### src/rtl/alarm_responder.sv
// Alarm responder: debounced trigger, timed entry delay, timed siren.
// Ports: clk, rst_n (sync), arm, alarm_req, disarm -> siren, pending, state_o, event_cnt.
module alarm_responder #(
  parameter int DEB_CYC   = 4,
  parameter int ENTRY_CYC = 16,
  parameter int SIREN_CYC = 64,
  parameter int CNT_W     = 8
) (
  input  logic             clk,
  input  logic             rst_n,
  input  logic             arm,
  input  logic             alarm_req,
  input  logic             disarm,
  output logic             siren,
  output logic             pending,
  output logic [1:0]       state_o,
  output logic [CNT_W-1:0] event_cnt
);

  localparam int TMAX = (ENTRY_CYC > SIREN_CYC) ? ENTRY_CYC : SIREN_CYC;
  localparam int TW   = $clog2(TMAX + 1);
  localparam int DW   = $clog2(DEB_CYC + 1);

  typedef enum logic [1:0] {
    DISARMED = 2'd0,
    ARMED    = 2'd1,
    PENDING  = 2'd2,
    ALARM    = 2'd3
  } state_t;

  state_t          state;
  logic [TW-1:0]   tmr;
  logic [DW-1:0]   deb;

  always_ff @(posedge clk) begin
    if (!rst_n) begin
      state     <= DISARMED;
      tmr       <= '0;
      deb       <= '0;
      event_cnt <= '0;
    end else begin
      unique case (state)
        DISARMED: begin
          tmr <= '0;
          deb <= '0;
          if (arm) state <= ARMED;
        end
        ARMED: begin
          tmr <= '0;
          if (!arm) begin
            state <= DISARMED;
            deb   <= '0;
          end else if (alarm_req) begin
            if (deb == DW'(DEB_CYC - 1)) begin
              state <= PENDING;
              deb   <= '0;
            end else begin
              deb <= deb + DW'(1);
            end
          end else begin
            deb <= '0;
          end
        end
        PENDING: begin
          deb <= '0;
          if (disarm) begin
            state <= DISARMED;
            tmr   <= '0;
          end else if (tmr == TW'(ENTRY_CYC - 1)) begin
            state <= ALARM;
            tmr   <= '0;
            if (event_cnt != '1)
              event_cnt <= event_cnt + CNT_W'(1);
          end else begin
            tmr <= tmr + TW'(1);
          end
        end
        ALARM: begin
          deb <= '0;
          if (disarm) begin
            state <= DISARMED;
            tmr   <= '0;
          end else if (tmr == TW'(SIREN_CYC - 1)) begin
            state <= arm ? ARMED : DISARMED;
            tmr   <= '0;
          end else begin
            tmr <= tmr + TW'(1);
          end
        end
        default: begin
          state <= DISARMED;
          tmr   <= '0;
          deb   <= '0;
        end
      endcase
    end
  end

  // Outputs decode only the state register.
  assign state_o = state;
  assign siren   = (state == ALARM);
  assign pending = (state == PENDING);

endmodule

### config.mk
export PLATFORM = sky130hd
export DESIGN_NAME = alarm_responder
export DESIGN_NICKNAME = d
export VERILOG_FILES = /design/src/rtl/alarm_responder.sv
export SDC_FILE = /design/constraint.sdc
export NUM_CORES = 1
export LEC_CHECK = 0
export ABC_AREA = 0
export BUFFER_PORTS_ARGS = -buffer_cell sky130_fd_sc_hd__buf_2
export CAP_MARGIN = 40
export CORE_ASPECT_RATIO = 0.9
export CORE_MARGIN = 2
export CORE_UTILIZATION = 30
export DETAILED_ROUTE_END_ITERATION = 8
export SETUP_SLACK_MARGIN = 0.05
export SLEW_MARGIN = 40
export SYNTH_ARGS = -nofsm -noshare
export SYNTH_HDL_FRONTEND = slang
export SYNTH_SLANG_ARGS = --single-unit
### constraint.sdc
create_clock -name clk -period 1.9 [get_ports clk]
set_clock_uncertainty 0.05 [all_clocks]
set_input_delay 0 -clock clk [delete_from_list [all_inputs] [get_ports clk]]
set_output_delay 0 -clock clk [all_outputs]
set_load 0.01 [all_outputs]
==> results_dict.tcl <==
set metrics [dict create \
    synth_edf_count 0 \
    ys_ff_latch 20 \
    holdPathStages 4 \
    rr_endpoint "event_cnt[5]$_SDFFE_PN0P_" \
    routedWlPerCell_um 10.90 \
    final_nets 143 \
    cp_data_arrival_time_ns 1.90 \
    worst_pin_slew_ns 0.3381 \
    wirelength_mm 1.897 \
    drv_slew 0 \
    top_layer "met4" \
    cts.sinks 20 \
    dr_wl_met2_um 887 \
    crit_chain "ha_2 -> and4b_1 -> o2111ai_1 -> buf_4 -> or3_1 -> a21oi_1" \
    clkPwrFrac_pct 30.3 \
    gr-usage-all-layers_pct 11.39 \
    syn_nets 116 \
    vias_per_cell 4.805 \
    dp_hpwl_mm 1.431 \
    hold_viol 0 \
    clkSlewWorstSetupHoldPaths_ns 0.11 \
    io_buffers 16 \
    vias 836 \
    hold_path_end "state_o[1]$_SDFFE_PN0P_" \
    drt_iter0_drc 41 \
    yosys_warnings 0 \
    crit_slowest_cell "dfxtp_1" \
    end_kind "register" \
    dieWidth_um 62.64 \
    synth_ff_type "dfxtp_1" \
    antenna_found_initial 0 \
    final_cell_mix "dfxtp_1 (20), buf_2 (16), nor2_1 (13), inv_1 (8), nand3_1 (7)" \
    synth_area_leaders "dfxtp_1 (43%), ha_1 (5.4%), nor2_1 (5.3%)" \
    wl_met3_um 108 \
    crit_required_ns 2.09 \
    cts_buffer_depth 2 \
    drive_gt1_share_pct 18.94 \
    grt_pass1_vias 745 \
    drc 0 \
    rows 19 \
    die_area_mm2 0.003556 \
    period_share_pct 89.88 \
    critPathMaxStageDelay_ns 0.37 \
    tritoncts "built" \
    pwr-share-comb_pct 3.8 \
    grt_pass1_wl_mm 3.201 \
    synth_cells 107 \
    first_pass_iters 4 \
    m1WireLength_um 888 \
    synth_top_area_share_pct 43.13 \
    yosysSeqAreaShare_pct 43.13 \
    syn_area_per_cell_um2 8.677 \
    hold_path_class "primary input to register" \
    clk_latency_ns 0.30 \
    setup_viol_count_final 0 \
    pwr-share-seq_pct 65.8 \
    timing.final.crit_period_ns 1.708 \
    antenna_left 0 \
    path_class "register to register" \
    cts_buffers 3 \
    grt_max_degree 12 \
    cap_violations 0 \
    instances_no_fill 174 \
    switchingPower_uw 139.4 \
    worstRegToRegCells 6 \
    async_flop_share_pct 0 \
    diodes 0 \
    core_mm2 0.002995 \
    switching_share_pct 21.61 \
    p_int_uw 505.7 \
    area_growth_pct 22.91 \
    critPathMaxFanout 11 \
    io_pins 17 \
    dp_cells 168 \
    initial_core_util_pct 30.99 \
    r2r_slack_ns 0.19 \
    max-vdd-ir-drop_v 0.0002734 \
    slew_headroom_pct 77.16 \
    powerDensity_mw_per_mm2 565.3 \
    synth_cell_type_count 28 \
    crit_path_start_kind "register" \
    rsz0062_at_grt "no" \
    fmax_mhz 585.6 \
    worstHoldStart "disarm" \
    synth_area_leader_cell "dfxtp_1" \
    p_leak_nw 0.4551 \
    status "finished clean" \
    finalSetupTns_ns 0 \
    h-tree-depth 1 \
    die_height_um 56.78 \
    fillers 321 \
    place_congestion 0.8239 \
    rr_startpoint "tmr[0]$_SDFF_PN0_" \
    grt_overflow 0 \
    cts_root_buf "clkbuf_4" \
    syn-cell-area_um2 928.4 \
    final_common_cell "dfxtp_1" \
]
synthesized netlist by cell type (all sizes together) (3+ instances only):
cell	n
a21oi	6
and3	6
dfxtp	20
ha	4
inv	8
nand2	5
nand3	7
nand4	3
nor2	13
nor2b	4
o21ai	6
or3	4
xnor2	3
xor2	3
critical path: cells and delay by family, from the launching register on:
family                   cells  cell delay (ns)
AND/OR/NAND/NOR              2             0.59
flip-flops                   1             0.37
AO/OA/AOI/OAI                2             0.25
adder cells (fa/ha/maj)      1             0.20
buffers and inverters        1             0.19
cells by family after synthesis:
family,synth area share (%)
DFF,43.13
adders and majority gates,5.391
and+or+nand+nor,29.65
xor gates and xnor gates,5.661
buffers and inverters,3.773
AOI/OAI and AO/OA,12.40
routing by layer:
| layer | track usage, % | vias up |
|---|---|---|
| li1 | - | 429 |
| met1 | 13.14 | 389 |
| met2 | 19.66 | 16 |
| met3 | 4.609 | 2 |
| met4 | 2.857 | 0 |
| met5 | 0 | - |
worst max path at each step:
stage / from / to
final: tmr[0]$_SDFF_PN0_ / event_cnt[5]$_SDFFE_PN0P_
after global routing: tmr[0]$_SDFF_PN0_ / event_cnt[7]$_SDFFE_PN0P_
after CTS: tmr[0]$_SDFF_PN0_ / event_cnt[5]$_SDFFE_PN0P_
after detailed placement: tmr[0]$_SDFF_PN0_ / event_cnt[5]$_SDFFE_PN0P_
after global placement: tmr[0]$_SDFF_PN0_ / event_cnt[7]$_SDFFE_PN0P_
after floorplan: tmr[0]$_SDFF_PN0_ / event_cnt[5]$_SDFFE_PN0P_
registers in the layout, summed over array words and instances (netlist names):
register / count
tmr: 7
state_o: 2
event_cnt: 8
deb: 3
metrics by stage:
step | instance area (um2) | total power [mW] | worst slack, ns | utilization (%) | hold slack, ns
5_1_grt | 1141 | 0.6726 | 0.05096 | 38.10 | 0.05535
4_1_cts | 1139 | 0.6590 | 0.1761 | 38.01 | 0.002897
6_report | 1141 | 0.6451 | 0.1923 | 38.10 | 0.01001
3_5_place_dp | 1086 | 0.4557 | 0.1948 | 36.26 | 0.2816
2_1_floorplan | 928.4 | 0.4431 | 0.2999 | - | 0.08872
3_3_place_gp | 1086 | 0.4553 | 0.2481 | 36.26 | 0.2890
power groups by stage:
stage          clock [mW]  combinational, mW  sequential (mW)
2_1_floorplan           0            0.00878            0.434
3_3_place_gp            0             0.0211            0.434
6_report            0.196             0.0247            0.425
4_1_cts             0.210             0.0245            0.425
3_5_place_dp            0             0.0213            0.434
5_1_grt             0.219             0.0276            0.426
timing repair:
action                     4_1_cts  5_1_grt
hold endpoints to repair         4        0
setup endpoints to repair        0        2
hold buffers                     3        0
resized for setup                0        1
buffers inserted                 0        0
cell type report:
class,instances,area [um2],area share (%)
timing repair buffer,23,140.1,12.28
tap,42,52.55,4.605
multi-input combinational,78,495.5,43.42
clock buffer,3,22.52,1.974
inverter,8,30.03,2.632
sequential,20,400.4,35.09
(Power assumes the default switching activity.)
